===== src/rtl/prf_wb_arbiter_if.sv =====
// Writeback request/grant bundle between execution units and the PRF write-port arbiter.
// The requester side uses the master modport; the arbiter uses slave.
interface prf_wb_arbiter_if #(
    parameter int unsigned N_REQ    = 6,
    parameter int unsigned W_PORTS  = 4,
    parameter int unsigned PRN_BITS = 6
);
    logic [N_REQ-1:0]                   req_valid;
    logic [N_REQ-1:0][PRN_BITS-1:0]     req_prn;
    logic [N_REQ-1:0][63:0]             req_data;
    logic [N_REQ-1:0]                   req_ready;
    logic [W_PORTS-1:0]                 wb_wen;
    logic [W_PORTS-1:0][PRN_BITS-1:0]   wb_wprn;
    logic [W_PORTS-1:0][63:0]           wb_wdata;

    modport master (
        output req_valid, req_prn, req_data,
        input  req_ready, wb_wen, wb_wprn, wb_wdata
    );

    modport slave (
        input  req_valid, req_prn, req_data,
        output req_ready, wb_wen, wb_wprn, wb_wdata
    );
endinterface


===== src/rtl/prf_wb_arbiter.sv =====
// Round-robin arbiter granting up to W_PORTS writebacks per cycle onto registered PRF write
// ports; the registered stage doubles as the scheduler wakeup broadcast.
module prf_wb_arbiter #(
    parameter int unsigned N_REQ    = 6,
    parameter int unsigned W_PORTS  = 4,
    parameter int unsigned PRN_BITS = 6
) (
    input logic clk,
    input logic rst,
    prf_wb_arbiter_if.slave bus
);
    localparam int unsigned PtrW = (N_REQ > 1) ? $clog2(N_REQ) : 1;

    logic [PtrW-1:0]                  rr_ptr;
    logic [PtrW-1:0]                  last_idx;
    logic [N_REQ-1:0]                 grant;
    logic [W_PORTS-1:0]               port_valid;
    logic [W_PORTS-1:0][PtrW-1:0]     port_sel;
    int unsigned                      idx;
    int unsigned                      cnt;
    int unsigned                      ptr_inc;
    logic                             dup_prn;

    logic [W_PORTS-1:0]               wen_q;
    logic [W_PORTS-1:0][PRN_BITS-1:0] wprn_q;
    logic [W_PORTS-1:0][63:0]         wdata_q;

    // Scan from rr_ptr with wrap; the k-th valid requester found takes port k.
    always_comb begin
        grant      = '0;
        port_valid = '0;
        port_sel   = '0;
        last_idx   = '0;
        cnt        = 0;
        idx        = 0;
        for (int unsigned j = 0; j < N_REQ; j++) begin
            idx = 32'(rr_ptr) + j;
            if (idx >= N_REQ) idx = idx - N_REQ;
            if (!rst && bus.req_valid[idx] && cnt < W_PORTS) begin
                grant[idx]      = 1'b1;
                port_valid[cnt] = 1'b1;
                port_sel[cnt]   = PtrW'(idx);
                last_idx        = PtrW'(idx);
                cnt             = cnt + 1;
            end
        end
        ptr_inc = 32'(last_idx) + 1;
    end

    assign bus.req_ready = grant;

    always_ff @(posedge clk) begin
        if (rst) begin
            rr_ptr  <= '0;
            wen_q   <= '0;
            wprn_q  <= '0;
            wdata_q <= '0;
        end else begin
            wen_q <= port_valid;
            for (int unsigned k = 0; k < W_PORTS; k++) begin
                if (port_valid[k]) begin
                    wprn_q[k]  <= bus.req_prn[port_sel[k]];
                    wdata_q[k] <= bus.req_data[port_sel[k]];
                end
            end
            if (|grant) rr_ptr <= (ptr_inc >= N_REQ) ? '0 : PtrW'(ptr_inc);
        end
    end

    assign bus.wb_wen   = wen_q;
    assign bus.wb_wprn  = wprn_q;
    assign bus.wb_wdata = wdata_q;

    // Two valid requesters targeting the same PRN is an upstream rename bug.
    always_comb begin
        dup_prn = 1'b0;
        for (int unsigned i = 0; i < N_REQ; i++) begin
            for (int unsigned j = i + 1; j < N_REQ; j++) begin
                if (bus.req_valid[i] && bus.req_valid[j] && bus.req_prn[i] == bus.req_prn[j])
                    dup_prn = 1'b1;
            end
        end
    end

    assert property (@(posedge clk) disable iff (rst) !dup_prn)
        else $error("prf_wb_arbiter: duplicate req_prn among valid requesters");
endmodule


===== src/flat_wrapper.sv =====
// flat-port wrapper written by rule: the top's interface ports become plain ports
module prf_wb_arbiter_flat 
#(
    parameter int unsigned N_REQ    = 6,
    parameter int unsigned W_PORTS  = 4,
    parameter int unsigned PRN_BITS = 6
)
  (clk, rst, bus_req_valid, bus_req_prn, bus_req_data, bus_req_ready, bus_wb_wen, bus_wb_wprn, bus_wb_wdata);
  prf_wb_arbiter_if #(.N_REQ(N_REQ), .W_PORTS(W_PORTS), .PRN_BITS(PRN_BITS)) bus_i ();
  input logic clk;
  input logic rst;
  input wire logic [$bits(bus_i.req_valid)-1:0] bus_req_valid;
  input wire logic [$bits(bus_i.req_prn)-1:0] bus_req_prn;
  input wire logic [$bits(bus_i.req_data)-1:0] bus_req_data;
  output wire logic [$bits(bus_i.req_ready)-1:0] bus_req_ready;
  output wire logic [$bits(bus_i.wb_wen)-1:0] bus_wb_wen;
  output wire logic [$bits(bus_i.wb_wprn)-1:0] bus_wb_wprn;
  output wire logic [$bits(bus_i.wb_wdata)-1:0] bus_wb_wdata;
  assign bus_i.req_valid = bus_req_valid;
  assign bus_i.req_prn = bus_req_prn;
  assign bus_i.req_data = bus_req_data;
  assign bus_req_ready = bus_i.req_ready;
  assign bus_wb_wen = bus_i.wb_wen;
  assign bus_wb_wprn = bus_i.wb_wprn;
  assign bus_wb_wdata = bus_i.wb_wdata;
  prf_wb_arbiter #(.N_REQ(N_REQ), .W_PORTS(W_PORTS), .PRN_BITS(PRN_BITS)) u_core (.clk(clk), .rst(rst), .bus(bus_i));
endmodule

===== config.mk =====
export PLATFORM = sky130hd
export DESIGN_NAME = prf_wb_arbiter_flat
export DESIGN_NICKNAME = d
export VERILOG_FILES = /design/src/rtl/prf_wb_arbiter_if.sv /design/src/rtl/prf_wb_arbiter.sv /design/src/flat_wrapper.sv
export SDC_FILE = /design/constraint.sdc
export NUM_CORES = 2
export LEC_CHECK = 0
export ABC_AREA = 1
export CORE_AREA = 2 2 283 285
export DETAILED_ROUTE_END_ITERATION = 10
export DIE_AREA = 0 0 285 287
export PLACE_DENSITY_LB_ADDON = 0.15
export SYNTH_ARGS = -nofsm -noshare
export SYNTH_HDL_FRONTEND = slang
export SYNTH_SLANG_ARGS = --single-unit

===== constraint.sdc =====
create_clock -name clk -period 15.2 [get_ports clk]
set_input_delay 3.04 -clock clk [delete_from_list [all_inputs] [get_ports clk]]
set_output_delay 3.04 -clock clk [all_outputs]
set_load 0.05 [all_outputs]

# [After elaboration in Yosys (flattened, before gate mapping)]
# Cells that the tools add are included.
[classes] n_addsub=16 multipliers=0 n_div=0 order_cmp=38 n_eq_ne=0 shifts=0 muxes=100 bitwise_logic=10 n_reduce_logical=24
[op_table] op="$bmux 64 s3" n=4
[op_table] op="$ge 32x1->1 const B" n=10
[op_table] op="$mux 32" n=10
[op_table] op="$lt 32x3->1 const B" n=8
[op_table] op="$mux 64" n=4
[op_table] op="$ge 32x3->1 const B" n=6
[op_table] op="$lt 32x4->1 const B" n=6
[op_table] op="$sub 32x3->32 const B" n=5
[op_table] op="$add 32x1->32 const B" n=3
[op_table] op="$bmux 6 s3" n=4
[op_table] op="$bwmux 12" n=5
[op_table] op="$mux 12" n=5
[op_table] op="$mux 6" n=10
[op_table] op="$mux 3" n=12
[op_table] op="$demux 3 s2" n=5
[op_table] op="$or 6x6->6" n=5
[op_table] op="$logic_and 1x1->1" n=22
[op_table] op="$mux 4" n=5
[op_table] op="$mux 1" n=19
[op_table] op="$bmux 1 s3" n=6
[op_table] op="$demux 1 s3" n=6
[op_table] op="$lt 3x4->1 const B" n=4
[op_table] op="$or 4x4->4" n=4
[op_table] op="$demux 1 s2" n=5
[op_table] op="other kinds (11)" n=15
[word_totals] regBits=287 latch_bits=0 mem_bits_rw=0 mem_bits_ro=0 inputBits=428 n_memories=0

# [Depth between registers and ports, before layout]
[logic_depth] ltp_word=26 ltp_mapped=38 mapped_depth_nobuf=36

# [Worst setup path after synthesis]
# Ideal clock, no wire load.
[synth_path] path_kind="input port to output port" from="in rst" to="out bus_req_ready[3]" arrival_ps=7153 path_slack_ps=5007 stages=18 path_cell_list="inv_1 > buf_1 > nand2_1 > nor2_1 > inv_1 > ha_1 > nand2_1 > inv_1 > nand3_4 > buf_2 > ha_1 > nand3_1 > nand2_1 > nor3_4 > nand2_4 > inv_4 > nand2_1 > o21ai_0"
[synth_via] elab_chain_len=18
[synth_rtl] item="from (decl)" line_no="flat_wrapper.sv:11" source="input logic rst;"
[synth_rtl] item="$logic_not 1->1 *" line_no="prf_wb_arbiter.sv:39" source="if (!rst && bus.req_valid[idx] && cnt < W_PORTS) begin"
[synth_rtl] item="$logic_and 1x1->1" line_no="prf_wb_arbiter.sv:39"
[synth_rtl] item="$mux 1" line_no="prf_wb_arbiter.sv:39"
[synth_rtl] item="$lt 1x3->1" line_no="prf_wb_arbiter.sv:39"
[synth_rtl] item="$logic_and 1x1->1" line_no="prf_wb_arbiter.sv:39"
[synth_rtl] item="$mux 32" line_no="prf_wb_arbiter.sv:39"
[synth_rtl] item="$lt 32x3->1" line_no="prf_wb_arbiter.sv:39"
[synth_rtl] item="$logic_and 1x1->1" line_no="prf_wb_arbiter.sv:39"
[synth_rtl] item="[... 2 more ...]"
[synth_rtl] item="$logic_and 1x1->1" line_no="prf_wb_arbiter.sv:39"
[synth_rtl] item="$mux 32" line_no="prf_wb_arbiter.sv:39"
[synth_rtl] item="$lt 32x3->1" line_no="prf_wb_arbiter.sv:39"
[synth_rtl] item="$logic_and 1x1->1" line_no="prf_wb_arbiter.sv:39"
[synth_rtl] item="$mux 32" line_no="prf_wb_arbiter.sv:39"
[synth_rtl] item="$lt 32x3->1" line_no="prf_wb_arbiter.sv:39"
[synth_rtl] item="$logic_and 1x1->1" line_no="prf_wb_arbiter.sv:39"
[synth_rtl] item="$mux 6 *" line_no="prf_wb_arbiter.sv:39"
[synth_rtl] item="to (decl)" line_no="flat_wrapper.sv:15" source="output wire logic [$bits(bus_i.req_ready)-1:0] bus_req_ready;"
# Every way passes the cells marked *; elsewhere a longest branch is shown, timed or not.

# [Final worst setup path]
# Ends and elaborated chain as after synthesis.

==> impl_results.html <==
<table>
<tr><th>Metric</th><th>Value</th></tr>
<tr><th colspan="2">Job</th></tr>
<tr><td>Max-cap violations</td><td>0</td></tr>
<tr><th colspan="2">Cells and area</th></tr>
<tr><td>Synth-to-Final Area Change</td><td>27.5%</td></tr>
<tr><td>Layout cells sized above 1</td><td>4.96%</td></tr>
<tr><td>Number of nets at the end of the flow</td><td>6715</td></tr>
<tr><td>Most frequent cells in the layout</td><td>sky130_fd_sc_hd__nand3_1, sky130_fd_sc_hd__nand2_1, sky130_fd_sc_hd__clkdlybuf4s50_1, sky130_fd_sc_hd__inv_1, sky130_fd_sc_hd__a21oi_1</td></tr>
<tr><td>Most frequent standard cell in the layout excluding fill and tap cells</td><td>sky130_fd_sc_hd__nand3_1</td></tr>
<tr><th colspan="2">Clock network</th></tr>
<tr><td>TritonCTS clock tree</td><td>done</td></tr>
<tr><td>Post-CTS Setup Inserts</td><td>0</td></tr>
<tr><td>Number of buffers added by the clock tree synthesis step</td><td>41</td></tr>
<tr><td>Clock latency reported for the late side of the worst-skew pair</td><td>0.60 ns</td></tr>
<tr><td>Clock sink total</td><td>287</td></tr>
<tr><td>H-tree depth reported by CTS</td><td>2</td></tr>
<tr><td>Register clock-pin slew on the reported worst setup and hold paths</td><td>0.05 ns</td></tr>
<tr><td>Post-CTS resize count</td><td>0</td></tr>
<tr><td>Number of buffers added to fix hold violations after cts</td><td>0</td></tr>
<tr><td>Root Driver</td><td>sky130_fd_sc_hd__clkbuf_16</td></tr>
<tr><td>Buffer levels on the longest clock path</td><td>3</td></tr>
<tr><th colspan="2">Die</th></tr>
<tr><td>Horizontal extent of the die</td><td>285 um</td></tr>
<tr><td>Vertical extent of the die</td><td>287 um</td></tr>
<tr><td>Core Area</td><td>78600 um^2</td></tr>
<tr><td>Count of pins on the block boundary</td><td>718</td></tr>
<tr><td>Starting density of the core</td><td>39.3%</td></tr>
<tr><td>Number of core rows</td><td>103</td></tr>
<tr><td>Die outline area</td><td>81800 um^2</td></tr>
<tr><th colspan="2">Min path</th></tr>
<tr><td>Worst hold path class</td><td>register to register</td></tr>
<tr><td>Worst hold path startpoint</td><td>u_core.bus.wb_wdata[119]</td></tr>
<tr><th colspan="2">Global routing</th></tr>
<tr><td>Global Route met1 Usage</td><td>52.9%</td></tr>
<tr><td>Total congestion overflow after global routing</td><td>0</td></tr>
<tr><td>Met3 Track Usage GR</td><td>11.8%</td></tr>
<tr><td>Wire length of the first global-routing pass</td><td>264 mm</td></tr>
<tr><td>Number of global-route vias before repair</td><td>40200</td></tr>
<tr><td>Global-route usage over all layers</td><td>41.8%</td></tr>
<tr><td>Most Used Layer, Global Route</td><td>met2</td></tr>
<tr><td>Number of antenna violations at the first check in global routing</td><td>23</td></tr>
<tr><td>Maximum number of pins on one net before global-route repair</td><td>180</td></tr>
<tr><td>Fraction of met2 tracks used by global routing</td><td>62.3%</td></tr>
<tr><th colspan="2">Drt</th></tr>
<tr><td>First-pass DRT Iterations</td><td>9</td></tr>
<tr><td>Total number of vias</td><td>44600</td></tr>
<tr><td>Total DRC errors in the routed layout</td><td>0</td></tr>
<tr><td>Detail-routed net length per standard cell</td><td>24.6 um</td></tr>
<tr><td>Final ANT Viol Nets</td><td>0</td></tr>
<tr><td>Number of vias per cell</td><td>6.07</td></tr>
<tr><td>Total routed wirelength</td><td>181 mm</td></tr>
<tr><td>Number of DRC markers in iteration 0</td><td>7051</td></tr>
<tr><th colspan="2">Logic synthesis</th></tr>
<tr><td>Mean instance size in the synthesized netlist</td><td>5.20 um^2</td></tr>
<tr><td>Count of cell types in the netlist</td><td>39</td></tr>
<tr><td>Area share of xor/xnor cells in the synthesized design</td><td>0.0283%</td></tr>
<tr><td>Ys flop type</td><td>sky130_fd_sc_hd__dfxtp_1</td></tr>
<tr><td>Count of warnings emitted by yosys</td><td>0</td></tr>
<tr><td>Complex-gate fraction of the synthesized area</td><td>11.7%</td></tr>
<tr><td>Share of synthesized flip-flops with an asynchronous set or reset</td><td>0%</td></tr>
<tr><td>Post-Syn Instances</td><td>5945</td></tr>
<tr><td>Largest family of logic cells by synthesized area</td><td>simple AND/OR/NAND/NOR gates</td></tr>
<tr><td>Mux contribution to synthesized area</td><td>0%</td></tr>
<tr><td>Post-synth net total</td><td>6406</td></tr>
<tr><td>Post-synthesis sequential area ratio</td><td>18.6%</td></tr>
<tr><td>Adder and majority cell fraction of the synthesized area</td><td>1.36%</td></tr>
<tr><td>Fraction of the mapped netlist area in simple logic gates</td><td>52.6%</td></tr>
<tr><td>Count of state elements after synthesis</td><td>287</td></tr>
<tr><td>Number of synthesized flops with an enable pin</td><td>0</td></tr>
<tr><td>Mapped Area</td><td>30900 um^2</td></tr>
<tr><th colspan="2">Worst setup path</th></tr>
<tr><td>Kind of end point of the critical path</td><td>output port</td></tr>
<tr><td>Start-to-end type of the worst setup path</td><td>input pin to output port</td></tr>
<tr><td>Crit path DAT</td><td>8.90 ns</td></tr>
<tr><td>Biggest fanout along the worst timing path</td><td>104</td></tr>
<tr><td>Worst EP required</td><td>12.16 ns</td></tr>
<tr><td>Launching element of the worst setup path</td><td>rst</td></tr>
<tr><td>Critical register-to-register path startpoint</td><td>u_core.rr_ptr[1]</td></tr>
<tr><td>CP Launch Type</td><td>input pin</td></tr>
<tr><th colspan="2">Outcome</th></tr>
<tr><td>Result of the run</td><td>finished, final reports clean</td></tr>
<tr><th colspan="2">STA</th></tr>
<tr><td>Fmax</td><td>83.8 MHz</td></tr>
<tr><td>Worst max-slew margin expressed relative to the limit</td><td>1.95%</td></tr>
<tr><td>Transition time at the pin with the least slew margin</td><td>1.47 ns</td></tr>
<tr><td>Unrepaired setup endpoints after global routing</td><td>no</td></tr>
<tr><td>Part of the cycle the worst path needs</td><td>78.5%</td></tr>
<tr><td>Setup Total Neg Slack</td><td>0 ns</td></tr>
<tr><td>Hold violation total from the final report</td><td>0</td></tr>
<tr><td>Worst Skew</td><td>0.0273 ns</td></tr>
<tr><td>Slew Viols, Final</td><td>0</td></tr>
<tr><td>Final critical delay including setup and external delays</td><td>11.94 ns</td></tr>
<tr><td>Number of endpoints failing setup at the final stage</td><td>0</td></tr>
<tr><th colspan="2">Placed design</th></tr>
<tr><td>Gpl congestion</td><td>0.938</td></tr>
<tr><td>Detail Placement HPWL</td><td>111 mm</td></tr>
<tr><td>Number of buffers added on ports</td><td>717</td></tr>
</table>
==> cell usage after synthesis (all sizes together) (2+ instances only) <==
cell type / n / area, um^2
nand3b: 2 / 15.0
nand2: 1750 / 6620
o211ai: 8 / 60.1
or2: 2 / 12.5
nor2: 184 / 716
dfxtp: 287 / 5750
nand3: 1756 / 8830
clkbuf: 194 / 728
o21ai: 325 / 1650
ha: 32 / 400
a31oi: 3 / 18.8
a21oi: 367 / 1850
nor3: 4 / 31.3
nand4: 8 / 50.1
clkinv: 2 / 7.51
buf: 308 / 1470
inv: 707 / 2660
==> stage by stage <==
step	std cells	hold WS (ns)	cell area, um^2	setup slack [ns]	util, %
global placement	7261	0.520	37900	3.35	48.2
floorplan	5945	0.601	30900	5.01	-
CTS	7337	0.542	39400	3.29	50.1
global route	7346	0.566	39400	2.72	50.1
detailed placement	7261	0.524	37900	3.32	48.2
finish	7350	0.544	39400	3.26	50.1
==> flip-flops by register name, indices dropped and copies added, names as in the netlist <==
register and flops:
u_core.bus.wb_wen 4, u_core.bus.wb_wprn 24, u_core.bus.wb_wdata 256, u_core.rr_ptr 3
==> logic make-up (layout without fill, tap and decap cells) <==
group           Yosys count  count (layout)
compound gates          707             707
buf+inv                1211            1553
fa+ha+maj                33              33
other cells               0              13
simple gates           3706            3706
xor+xnor                  1               1
flops                   287             287
==> final timing paths <==
check | end | slack [ns] | cells after the start
max reg2reg | u_core.bus.wb_wdata[247] | 6.38 | 30
min reg2reg | u_core.bus.wb_wdata[119] | 0.54 | 2
min | u_core.bus.wb_wdata[119] | 0.54 | 2
max | bus_req_ready[3] | 3.26 | 21
==> layout make-up <==
cell class | count | area, um^2
Sequential cell | 287 | 5750
Clock inverter | 19 | 246
Inverter | 709 | 2680
Multi-Input combinational cell | 4447 | 20600
Antenna cell | 13 | 32.5
Tap cell | 1050 | 1310
Clock buffer | 57 | 1210
Fill cell | 8458 | 39200
Timing Repair Buffer | 768 | 7600
==> worst max-delay path: stages <==
cell and delay [ns]:
sky130_fd_sc_hd__clkdlybuf4s50_1 0.61, sky130_fd_sc_hd__inv_6 0.68, sky130_fd_sc_hd__nand2_1 0.12, sky130_fd_sc_hd__nor2_1 0.69, sky130_fd_sc_hd__inv_1 0.23, sky130_fd_sc_hd__ha_1 0.28, sky130_fd_sc_hd__nand3_2 0.14, sky130_fd_sc_hd__nand2_1 0.15
sky130_fd_sc_hd__inv_2 0.10, sky130_fd_sc_hd__ha_1 0.18, sky130_fd_sc_hd__inv_1 0.06, sky130_fd_sc_hd__ha_1 0.26, sky130_fd_sc_hd__nand3_1 0.15, sky130_fd_sc_hd__nand2_1 0.13, sky130_fd_sc_hd__nor2_2 0.49, sky130_fd_sc_hd__nand3_2 0.31
sky130_fd_sc_hd__nand2_4 0.25, sky130_fd_sc_hd__inv_4 0.12, sky130_fd_sc_hd__nand2_1 0.07, sky130_fd_sc_hd__o21ai_0 0.11, sky130_fd_sc_hd__clkdlybuf4s50_1 0.73
==> layer usage <==
metal / vias to the layer above / part of all wire (%)
li1: 19900 / -
met1: 20100 / 37
met2: 3823 / 42
met3: 766 / 15
met4: 20 / 7.0
met5: - / 0.069
Power is not shown: default switching activity piles up to over one toggle a cycle in this logic, so the estimate is an artifact.
